### src/rtl/game_tick_scheduler_if.sv
// Control/status bundle between the game pacing scheduler and the rest of the
// ping-pong design: event pulses in, tick enable and rally status out.
interface game_tick_scheduler_if;
  logic       start;
  logic       pause_req;
  logic       hit;
  logic       point;
  logic       tick;
  logic [1:0] state;
  logic [3:0] level;

  modport slave (
    input  start, pause_req, hit, point,
    output tick, state, level
  );

  modport master (
    output start, pause_req, hit, point,
    input  tick, state, level
  );
endinterface

### src/rtl/game_tick_scheduler.sv
// Game pacing: divides clk into a single-cycle ball-move tick, sequences the
// rally (idle, serve delay, play, pause) and speeds up after groups of hits.
module game_tick_scheduler #(
  parameter int CNT_W         = 27,
  parameter int BASE_DIV      = 33333333,
  parameter int MIN_DIV       = 8333333,
  parameter int STEP_DIV      = 4166667,
  parameter int HITS_PER_STEP = 4,
  parameter int SERVE_TICKS   = 3
) (
  input  logic                  clk,
  input  logic                  reset,
  game_tick_scheduler_if.slave  bus
);

  localparam int HC_W = $clog2(HITS_PER_STEP + 1);
  localparam int SC_W = $clog2(SERVE_TICKS + 1);

  localparam logic [CNT_W-1:0] BASE_C     = CNT_W'(BASE_DIV);
  localparam logic [CNT_W-1:0] MIN_C      = CNT_W'(MIN_DIV);
  localparam logic [CNT_W-1:0] STEP_C     = CNT_W'(STEP_DIV);
  localparam logic [CNT_W:0]   STEP_FLOOR = (CNT_W+1)'(MIN_DIV + STEP_DIV);
  localparam logic [HC_W-1:0]  HIT_LAST   = HC_W'(HITS_PER_STEP - 1);
  localparam logic [SC_W-1:0]  SERVE_LAST = SC_W'(SERVE_TICKS - 1);

  typedef enum logic [1:0] {
    S_IDLE  = 2'b00,
    S_SERVE = 2'b01,
    S_PLAY  = 2'b10,
    S_PAUSE = 2'b11
  } state_t;

  state_t           r_state;
  state_t           r_resume_state;
  logic [CNT_W-1:0] r_cnt;
  logic [CNT_W-1:0] r_cur_div;
  logic [HC_W-1:0]  r_hit_cnt;
  logic [SC_W-1:0]  r_serve_cnt;
  logic [3:0]       r_level;
  logic             r_tick;

  logic             w_play_wrap;
  logic             w_serve_wrap;
  logic [CNT_W-1:0] w_next_div;
  logic             w_div_drops;

  // Greater-or-equal so a period that shrinks below the running count still fires.
  assign w_play_wrap  = (r_cnt >= (r_cur_div - CNT_W'(1)));
  assign w_serve_wrap = (r_cnt == (BASE_C - CNT_W'(1)));

  // Compare before subtracting so the period never underflows past the floor.
  always_comb begin
    w_next_div = MIN_C;
    if ({1'b0, r_cur_div} >= STEP_FLOOR) begin
      w_next_div = r_cur_div - STEP_C;
    end
  end

  assign w_div_drops = (w_next_div < r_cur_div);

  always_ff @(posedge clk or negedge reset) begin
    if (!reset) begin
      r_state        <= S_IDLE;
      r_resume_state <= S_SERVE;
      r_cnt          <= '0;
      r_cur_div      <= BASE_C;
      r_hit_cnt      <= '0;
      r_serve_cnt    <= '0;
      r_level        <= '0;
      r_tick         <= 1'b0;
    end else begin
      r_tick <= 1'b0;
      case (r_state)
        S_IDLE: begin
          r_cnt <= '0;
          if (bus.start) begin
            r_state     <= S_SERVE;
            r_serve_cnt <= '0;
          end
        end

        S_SERVE: begin
          if (bus.pause_req) begin
            r_resume_state <= S_SERVE;
            r_state        <= S_PAUSE;
          end else if (w_serve_wrap) begin
            r_cnt <= '0;
            if (r_serve_cnt == SERVE_LAST) begin
              r_state     <= S_PLAY;
              r_serve_cnt <= '0;
            end else begin
              r_serve_cnt <= r_serve_cnt + SC_W'(1);
            end
          end else begin
            r_cnt <= r_cnt + CNT_W'(1);
          end
        end

        S_PLAY: begin
          if (bus.point) begin
            r_state     <= S_SERVE;
            r_cur_div   <= BASE_C;
            r_level     <= '0;
            r_hit_cnt   <= '0;
            r_cnt       <= '0;
            r_serve_cnt <= '0;
          end else if (bus.pause_req) begin
            r_resume_state <= S_PLAY;
            r_state        <= S_PAUSE;
            // A wrap coinciding with the pause still completes and emits its tick.
            if (w_play_wrap) begin
              r_cnt  <= '0;
              r_tick <= 1'b1;
            end
          end else begin
            if (w_play_wrap) begin
              r_cnt  <= '0;
              r_tick <= 1'b1;
            end else begin
              r_cnt <= r_cnt + CNT_W'(1);
            end
            if (bus.hit) begin
              if (r_hit_cnt != HIT_LAST) begin
                r_hit_cnt <= r_hit_cnt + HC_W'(1);
              end else begin
                r_hit_cnt <= '0;
                r_cur_div <= w_next_div;
                if (w_div_drops && (r_level != 4'd15)) begin
                  r_level <= r_level + 4'd1;
                end
              end
            end
          end
        end

        S_PAUSE: begin
          if (bus.pause_req) begin
            r_state <= r_resume_state;
          end
        end

        default: r_state <= S_IDLE;
      endcase
    end
  end

  assign bus.tick  = r_tick;
  assign bus.state = r_state;
  assign bus.level = r_level;

endmodule

### src/flat_wrapper.sv
// flat-port wrapper written by rule: the top's interface ports become plain ports
module game_tick_scheduler_flat 
#(
  parameter int CNT_W         = 27,
  parameter int BASE_DIV      = 33333333,
  parameter int MIN_DIV       = 8333333,
  parameter int STEP_DIV      = 4166667,
  parameter int HITS_PER_STEP = 4,
  parameter int SERVE_TICKS   = 3
)
  (clk, reset, bus_start, bus_pause_req, bus_hit, bus_point, bus_tick, bus_state, bus_level);
  game_tick_scheduler_if bus_i ();
  input  logic clk;
  input  logic reset;
  input wire logic [$bits(bus_i.start)-1:0] bus_start;
  input wire logic [$bits(bus_i.pause_req)-1:0] bus_pause_req;
  input wire logic [$bits(bus_i.hit)-1:0] bus_hit;
  input wire logic [$bits(bus_i.point)-1:0] bus_point;
  output wire logic [$bits(bus_i.tick)-1:0] bus_tick;
  output wire logic [$bits(bus_i.state)-1:0] bus_state;
  output wire logic [$bits(bus_i.level)-1:0] bus_level;
  assign bus_i.start = bus_start;
  assign bus_i.pause_req = bus_pause_req;
  assign bus_i.hit = bus_hit;
  assign bus_i.point = bus_point;
  assign bus_tick = bus_i.tick;
  assign bus_state = bus_i.state;
  assign bus_level = bus_i.level;
  game_tick_scheduler #(.CNT_W(CNT_W), .BASE_DIV(BASE_DIV), .MIN_DIV(MIN_DIV), .STEP_DIV(STEP_DIV), .HITS_PER_STEP(HITS_PER_STEP), .SERVE_TICKS(SERVE_TICKS)) u_core (.clk(clk), .reset(reset), .bus(bus_i));
endmodule
### config.mk
export PLATFORM = sky130hd
export DESIGN_NAME = game_tick_scheduler_flat
export DESIGN_NICKNAME = d
export VERILOG_FILES = /design/src/rtl/game_tick_scheduler_if.sv /design/src/rtl/game_tick_scheduler.sv /design/src/flat_wrapper.sv
export SDC_FILE = /design/constraint.sdc
export NUM_CORES = 1
export LEC_CHECK = 0
export CORE_ASPECT_RATIO = 0.75
export CORE_UTILIZATION = 57
export DETAILED_ROUTE_END_ITERATION = 8
export PLACE_DENSITY = 0.85
export SLEW_MARGIN = 20
export SYNTH_ARGS = -nofsm -noshare
export SYNTH_HDL_FRONTEND = slang
export SYNTH_SLANG_ARGS = --single-unit
### constraint.sdc
create_clock -name clk -period 4.81 [get_ports clk]
set_input_delay 1.443 -clock clk [delete_from_list [all_inputs] [get_ports clk]]
set_output_delay 1.443 -clock clk [all_outputs]
set_load 0.005 [all_outputs]
# ---- Word-level counts from Yosys, hierarchy flattened
# Index checks and enable logic that the tools add are counted.
dict set report totals {
  romBits 0
  output_inout_bits 7
  memories 0
  ramBits 0
  elab_cells 93
  latchBits 0
  regBits 68
}
dict set report op_classes {
  muxes 42
  n_eq_ne 21
  n_mul 0
  n_div 0
  shifts 0
  addsub 6
  n_reduce_logical 13
  bitwise_logic 0
  order_cmp 3
}
# cell count
set ops {}
lappend ops {{2-to-1 mux 27 bit} 11}
lappend ops {{one-hot mux 27 bit (3 select lines)} 1}
lappend ops {{2-to-1 mux 2 bit} 15}
lappend ops {{adder 27 x 1 -> 27 bit, second input constant} 1}
lappend ops {{== test 27 x 25 -> 1 bit, second input constant} 1}
lappend ops {{greater-or-equal comparator 27 x 24 -> 1 bit, second input constant} 1}
lappend ops {{greater-or-equal comparator 27 bit} 1}
lappend ops {{< comparator 27 bit} 1}
lappend ops {{subtractor 27 x 1 -> 27 bit, second input constant} 1}
lappend ops {{subtractor 27 x 22 -> 27 bit, second input constant} 1}
lappend ops {{2-to-1 mux 4 bit} 5}
lappend ops {{inequality test 2 bit, second input constant} 8}
lappend ops {{AND reduction 5 bit} 3}
lappend ops {{2-to-1 mux 3 bit} 4}
lappend ops {{inequality test 3 x 2 -> 1 bit, second input constant} 3}
lappend ops {{one-hot mux 2 bit (4 select lines)} 1}
lappend ops {{AND reduction 4 bit} 2}
lappend ops {{== test 2 bit, second input constant} 3}
lappend ops {{one-hot mux 2 bit (3 select lines)} 1}
lappend ops {{AND reduction 3 bit} 2}
lappend ops {{nonzero test 2 bit} 3}
lappend ops {{adder 4 x 1 -> 4 bit, second input constant} 1}
lappend ops {{inequality test 2 x 1 -> 1 bit, second input constant} 2}
lappend ops {{inequality test 4 x 3 -> 1 bit, second input constant} 1}
lappend ops {{other kinds (10)} 12}

# ---- Logic depth before layout (Yosys ltp)
# Gate-level depths: netlist of the first run.
dict set report depth {
  word_depth 9
  ltp_mapped 22
}

# ---- Worst setup path before layout of the first run
# No wires, ideal clock.
dict set report synth_path {
  path_type {reg-to-reg}
  startpoint {register u_core.r_cur_div[2]}
  endpoint {register u_core.r_cnt[10]}
  arrival_ns 4.619
  setup_slack_ns 0.057
  path_stages_with_launch 23
  path_buffers 3
  path_cell_list {dfstp_2 > clkbuf_1 > nor3_1 > and3_1 > nand2_1 > nor3_1 > nor3b_1 > and3_1 > nand2_1 > nor3_1 > xnor2_1 > ha_1 > a21o_1 > a21oi_1 > nand2_1 > a2111oi_0 > o21ai_0 > o22ai_1 > a311o_1 > nand2b_1 > clkbuf_1 > buf_1 > o31ai_1}
}
dict set report synth_via {
  elab_chain_cells 6
  word_cells_on_any_way 8
  cone_classes {1 x add/sub; 1 x order compare; 1 x eq/ne; 4 x mux; 1 x reduce/logical}
}
# element line
set synth_lines {}
lappend synth_lines {{start: declaration} game_tick_scheduler.sv:36} ;# logic [CNT_W-1:0] r_cur_div;
lappend synth_lines {{start signal: assignment} game_tick_scheduler.sv:127} ;# r_cur_div <= w_next_div;
lappend synth_lines {{subtractor 27 x 1 -> 27 bit (*)} game_tick_scheduler.sv:48} ;# assign w_play_wrap = (r_cnt >= (r_cur_div - CNT_W'(1)));
lappend synth_lines {{greater-or-equal comparator 27 bit (*)} game_tick_scheduler.sv:48}
lappend synth_lines {{2-to-1 mux 27 bit} game_tick_scheduler.sv:116} ;# if (w_play_wrap) begin
lappend synth_lines {{2-to-1 mux 27 bit} game_tick_scheduler.sv:107} ;# end else if (bus.pause_req) begin
lappend synth_lines {{2-to-1 mux 27 bit} game_tick_scheduler.sv:100} ;# if (bus.point) begin
lappend synth_lines {{one-hot mux 27 bit (3 select lines)} game_tick_scheduler.sv:73} ;# case (r_state)
lappend synth_lines {{end signal: assignment} game_tick_scheduler.sv:95} ;# r_cnt <= r_cnt + CNT_W'(1);
lappend synth_lines {{end signal: assignment} game_tick_scheduler.sv:120} ;# r_cnt <= r_cnt + CNT_W'(1);
lappend synth_lines {{end: declaration} game_tick_scheduler.sv:35} ;# logic [CNT_W-1:0] r_cnt;
# Mark *: on every way between the ends. The rest lies on a longest branch, timed or not.
# A chain may end at the register's enable or synchronous reset.

# ---- Worst setup path after layout of the first run
dict set report layout_path {
  startpoint {register u_core.r_cur_div[1]}
  endpoint {register u_core.r_cnt[9]}
}
# Same word-level chain as after synthesis.

==> flow_summary.toml, run 1 <==
[job]
cap_violations = 0

[cts]
holdBufCountCts = 0
max-clock-path-buffers = 2
cts_htree_levels = 3
cts_tree = "done"
cts.reportedPaths.clkPinSlew_ns = 0.06
cts_root_buffer = "clkbuf_16"
clock_insertion_delay_worst_skew_ns = 0.34
clock-sinks = 68
cts_buffers = 9

[power_and_ir_drop]
power.combinational.fraction_pct = 55.3
power.static_leakage_nw = 2.632
net_switching_component_of_the_power_mw = 1.811
vdd_drop_max_uv = 371.9
power.share.sequential_pct = 26.4
power.internal_mw = 2.070
power.switching_fraction_pct = 46.66
clkPwrFrac_pct = 18.3
p_per_area_nw_per_um2 = 625.1

[route]
drt-initial-drc-count = 597
via_count = 5311
drc = 0
top_signal_layer_used = "met4"
wl_met3_mm = 1.258
detail_route.wirelength_mm = 14.74
wl_per_cell_um = 17.82
drt_first_pass_iters = 7
avgViaCountPerCell = 6.422
ant_nets = 0
met1_length_mm = 6.536
wl_met2_mm = 6.634

[global_route]
global_route.usage.total_pct = 30.93
antenna_found_initial = 0
grt_first_pass_wirelength_mm = 24.76
overflow = 0
grt_max_degree = 48
first_global_vias = 5122

[place]
io_buffer_count = 12
cell_count_after_placement = 808
dp_hpwl_mm = 10.62
place.gp.congestion = 0.9789

[layout]
filler_cell_count = 771
register_area_um2 = 1719
final_layout_size_suffix_gt1_share_pct = 11.73
final_nets = 748
fin_util_pct = 66.69
layoutNonFillerInstCount = 827
multi_input_area_um2 = 3626
layout.cells.most_common_list = "nand2_1 (88), nor2_1 (71), o21ai_0 (67)"
area_delta_synth_final_pct = 10.68
insertedDiodeCount = 0
mostFrequentLayoutCell = "nand2_1"

[timing]
worst-slew-pin-transition_ns = 0.7609
timing_max_transition_violations_final = 0
final-setup-viol-count = 0
max_freq_ghz = 0.2173
worst_clock_skew_ns = 0.008653
final_min_period_over_clock_period_pct = 95.67
timing.slew.headroom_pct = 49.08
timing.final.hold_violations = 0
post-route-min-period_ns = 4.602

[worst_setup_path]
critPathLaunchType = "flop"
criticalPathCategory = "flop to flop"
critical_path_peak_fanout = 10
worst-endpoint-arrival_ns = 4.83
setup.worst_path.end_class = "flop"
worst_path_required_time_ns = 5.03

[floorplan]
width_of_the_die_um = 116.5
fp-row-count = 30
floorplan.initialDensity_pct = 60.26
core_area_um2 = 9309
dieArea_um2 = 10250
floorplan.io_pins = 13
die_y_um = 87.91

[synthesis]
synthesis.nets = 738
dominant_register_cell_in_the_synthesized_netlist = "dfrtp_1"
synth_top_area_share_pct = 24.09
ys_async_sr_fraction_pct = 100.0
yosys-top-cells-area = "dfrtp_1 (24%), ha_1 (11%), dfstp_2 (6.6%), o21ai_0 (6.1%), nand2_1 (5.9%)"
syn_area_per_cell_um2 = 8.200
synth-edff-count = 0
synth_seq_cells = 68
syn_area_um2 = 5609
post_synth_num_cell_types = 83
ys_warnings = 0
ys_seq_area_share_pct = 30.65
syn-instance-count = 684
post-synth-top-area-cell = "dfrtp_1"

[run_status]
outcome = "complete, no violations"

[worst_hold_path]
hold_class = "flop to flop"
[flip-flops by register name, indices dropped and copies added (netlist names)]
signal                 flops
u_core.r_cur_div          27
u_core.r_resume_state      2
u_core.bus.state           2
u_core.bus.tick            1
u_core.r_serve_cnt         2
u_core.r_cnt              27
u_core.r_hit_cnt           3
u_core.bus.level           4
[kinds of logic (layout without fill, tap and decap cells)]
kind of cell | Yosys count | in the layout | share of synthesized area, %
and+or+nand+nor | 282 | 282 | 24.83
DFF | 68 | 68 | 30.65
xor gates and xnor gates | 30 | 30 | 4.685
AOI/OAI and AO/OA | 193 | 193 | 22.95
adders and majority gates | 48 | 48 | 10.71
muxes | 3 | 3 | 0.5354
buffers and inverters | 60 | 75 | 5.643
[Yosys cell counts (16+ instances only)]
cell type / number
nand2_1: 88
nor2_1: 71
o21ai_0: 68
dfrtp_1: 54
ha_1: 48
a21oi_1: 37
nand3_1: 31
xnor2_1: 27
clkbuf_1: 24
inv_1: 24
o31ai_1: 18
nor3_1: 16
[critical path: stages (launching register included)]
cell	delay [ns]
dfrtp_1	0.43
nor3_2	0.25
and3_1	0.25
nand2_1	0.12
nor3_2	0.22
nor3b_4	0.26
buf_4	0.15
nand2_1	0.07
nor3_1	0.20
xnor2_1	0.11
ha_1	0.31
nand4_1	0.14
nor4_1	0.34
a21oi_1	0.14
o21ai_1	0.18
o22ai_2	0.13
a311o_1	0.45
nand2b_1	0.22
buf_4	0.20
o41ai_1	0.31
[path summary, 6_finish.rpt]
kind	startpoint	endpoint	slack (ns)	depth (start not counted)
max	u_core.r_cur_div[1]	u_core.r_cnt[9]	0.21	19
min	u_core.r_hit_cnt[1]	u_core.r_hit_cnt[1]	0.51	2
max reg2reg	u_core.r_cur_div[1]	u_core.r_cnt[9]	0.21	19
min reg2reg	u_core.r_hit_cnt[1]	u_core.r_hit_cnt[1]	0.51	2
max in group asynchronous	reset	u_core.r_cur_div[23]	2.89	2
min in group asynchronous	reset	u_core.r_cur_div[5]	1.12	1
[through the flow]
stage	hold WS, ns	worst slack, ns	setup TNS (ns)	power, mW	cell area, um2
2_1_floorplan	0.4538	0.05727	0	2.562	5609
3_3_place_gp	0.4682	0.2150	0	2.947	5804
3_5_place_dp	0.4858	0.02241	0	3.052	5804
4_1_cts	0.4992	0.01186	0	3.809	6142
5_1_grt	0.5272	-0.08113	-0.5948	4.141	6208
6_report	0.5051	0.2081	0	3.881	6208
[what timing repair did]
action | in CTS | in global routing
setup endpoints to repair | 2 | 27
buffers inserted | 2 | 1
pin swaps | 1 | 2
gates resized for setup | 0 | 12
[power groups by stage]
stage	Sequential [mW]	Clock, mW	Combinational (mW)
final	1.03	0.709	2.15
after global routing	1.05	0.741	2.35
after CTS	1.01	0.718	2.08
after detailed placement	1.02	0	2.04
after global placement	1.01	0	1.94
after floorplan	0.854	0	1.71
[layer usage]
metal	vias up	global-route usage [%]
met2	245	48.95
met5	-	0
li1	2505	-
met1	2519	42.25
met3	42	6.574
met4	0	10.47
[layout make-up]
| type | instances | share of cell area (%) |
|---|---|---|
| flip-flops and latches | 68 | 27.69 |
| clock inverters | 3 | 0.6852 |
| inverters | 25 | 1.511 |
| well taps | 128 | 2.580 |
| multi-input cells | 556 | 58.40 |
| repair buffers | 34 | 4.615 |
| clock buffers | 13 | 4.514 |
(Power assumes the default switching activity.)
==> run 2: changes to the inputs <==
--- a/config.mk
+++ b/config.mk
@@ -6,10 +6,13 @@
 export NUM_CORES = 1
 export LEC_CHECK = 0
 export CORE_ASPECT_RATIO = 0.75
-export CORE_UTILIZATION = 57
+export CORE_UTILIZATION = 59
+export CTS_CLUSTER_SIZE = 10
 export DETAILED_ROUTE_END_ITERATION = 8
-export PLACE_DENSITY = 0.85
+export DONT_BUFFER_PORTS = 1
+export PLACE_DENSITY = 0.86
 export SLEW_MARGIN = 20
 export SYNTH_ARGS = -nofsm -noshare
 export SYNTH_HDL_FRONTEND = slang
 export SYNTH_SLANG_ARGS = --single-unit
+export TNS_END_PERCENT = 10
==> flow_summary.toml, run 2 (synthesis gave the netlist of run 1 again) <==
[cts]
cts_setup_buffers = 0
cts_root_buffer = "clkbuf_16"
cts_buffers = 9
clock-sinks = 68
clock_insertion_delay_worst_skew_ns = 0.35
cts_tree = "done"
holdBufCountCts = 0
cts_htree_levels = 3
cts.reportedPaths.clkPinSlew_ns = 0.06
max-clock-path-buffers = 2

[route]
avgViaCountPerCell = 6.553
drc = 0
ant_nets = 0
wl_per_cell_um = 18.41
detail_route.wirelength_mm = 14.95
via_count = 5321
drt_first_pass_iters = 6
drt-initial-drc-count = 583

[layout]
insertedDiodeCount = 0
fin_util_pct = 66.39
mostFrequentLayoutCell = "nand2_1"
area_delta_synth_final_pct = 7.963
final_layout_size_suffix_gt1_share_pct = 11.26
layout.cells.most_common_list = "nand2_1 (88), nor2_1 (71), o21ai_0 (67)"
final_nets = 733

[floorplan]
floorplan.initialDensity_pct = 61.50
floorplan.io_pins = 13
fp-row-count = 30
dieArea_um2 = 9905
width_of_the_die_um = 114.6
die_y_um = 86.44
core_area_um2 = 9121

[timing]
timing.slew.headroom_pct = 49.86
final_min_period_over_clock_period_pct = 93.37
whs_ns = 0.4961
worst-slew-pin-transition_ns = 0.7493
max_freq_ghz = 0.2227
timing.setup.tns_ns = 0
worst_clock_skew_ns = 0.009130
setup_slack_ns = 0.3188
timing.final.hold_violations = 0
timing_max_transition_violations_final = 0
final-setup-viol-count = 0
post-route-min-period_ns = 4.491

[place]
io_buffer_count = 0
place.gp.congestion = 0.9808
dp_hpwl_mm = 10.73
dpl_worst_slack_ns = 0.04695

[worst_setup_path]
worst-endpoint-arrival_ns = 4.72
r2r-start = "u_core.r_cur_div[1]"
criticalPathCategory = "flop to flop"
setup.worst_path.end_class = "flop"
critical_path_peak_fanout = 10
critPathLaunchType = "flop"
startpoint = "u_core.r_cur_div[1]"
worst_path_required_time_ns = 5.03

[global_route]
first_global_vias = 4959
grt_first_pass_wirelength_mm = 24.90
overflow = 0
antenna_found_initial = 0
grt_max_degree = 69
global_route.usage.total_pct = 32.59

[worst_hold_path]
min_from = "u_core.r_hit_cnt[1]"
hold_class = "flop to flop"

[power_and_ir_drop]
p_per_area_nw_per_um2 = 637.6
vdd_drop_max_uv = 438.1
power.static_leakage_nw = 2.575

[run_status]
outcome = "complete, no violations"

[job]
cap_violations = 0
[run 2: power breakdown]
part | total [mW] | switching, mW | internal, mW
Sequential | 1.02 | 0.263 | 0.758
Combinational | 2.11 | 1.28 | 0.823
Clock | 0.734 | 0.267 | 0.468
Total | 3.86 | 1.81 | 2.05
[run 2: path summary, 6_finish.rpt]
check | slack, ns | depth (start not counted) | end
worst max-delay path | 0.32 | 20 | u_core.r_cnt[9]
worst min-delay path | 0.50 | 2 | u_core.r_hit_cnt[1]
worst max register to register | 0.32 | 20 | u_core.r_cnt[9]
worst min register to register | 0.50 | 2 | u_core.r_hit_cnt[1]
max in group asynchronous | 3.82 | 0 | u_core.r_cur_div[20]
min in group asynchronous | 0.79 | 0 | u_core.r_cur_div[1]
[run 2: what timing repair did]
action                                  CTS  global route
endpoints found under the setup margin    4            27
gates resized for setup                   1             7
pin swaps                                 0             1
[run 2: final cells by class]
type	instances	area [um2]
fillers	731	3065
multi-input cells	556	3613
clock inverters	6	87.58
repair buffers	19	142.6
inverters	25	93.84
clock buffers	10	239.0
flip-flops and latches	68	1719
well taps	128	160.2
[run 2: stage by stage]
step | power (mW) | std cells | area, um2
3_5_place_dp | 3.039 | 796 | 5689
5_1_grt | 4.132 | 812 | 6056
2_1_floorplan | 2.562 | 684 | 5609
4_1_cts | 3.791 | 812 | 6022
6_report | 3.861 | 812 | 6056
3_3_place_gp | 2.908 | 796 | 5689
[run 2: critical path, stage by stage (launching register included)]
cell and delay (ns):
dfrtp_1 0.38, nor3_2 0.23, and3_1 0.23, nand2_1 0.11, nor3_2 0.17, nor3b_2 0.24, and3_1 0.23, nand2_1 0.12
nor3_2 0.15, xnor2_1 0.14, ha_1 0.28, a21o_1 0.19, a21oi_1 0.16, nand2_1 0.13, a2111oi_0 0.41, o21ai_1 0.15
o22ai_2 0.19, a31o_2 0.21, nand2b_1 0.11, buf_4 0.20, o41ai_2 0.33
[run 2: routing by layer]
layer	part of all wire, %	global-route usage, %	vias to the layer above	wire (um)
met5	0	0	-	0
met4	2.1	11.69	0	308
met3	8.1	8.671	39	1217
met2	45	50.74	302	6793
met1	44	43.87	2510	6631
li1	-	-	2470	-
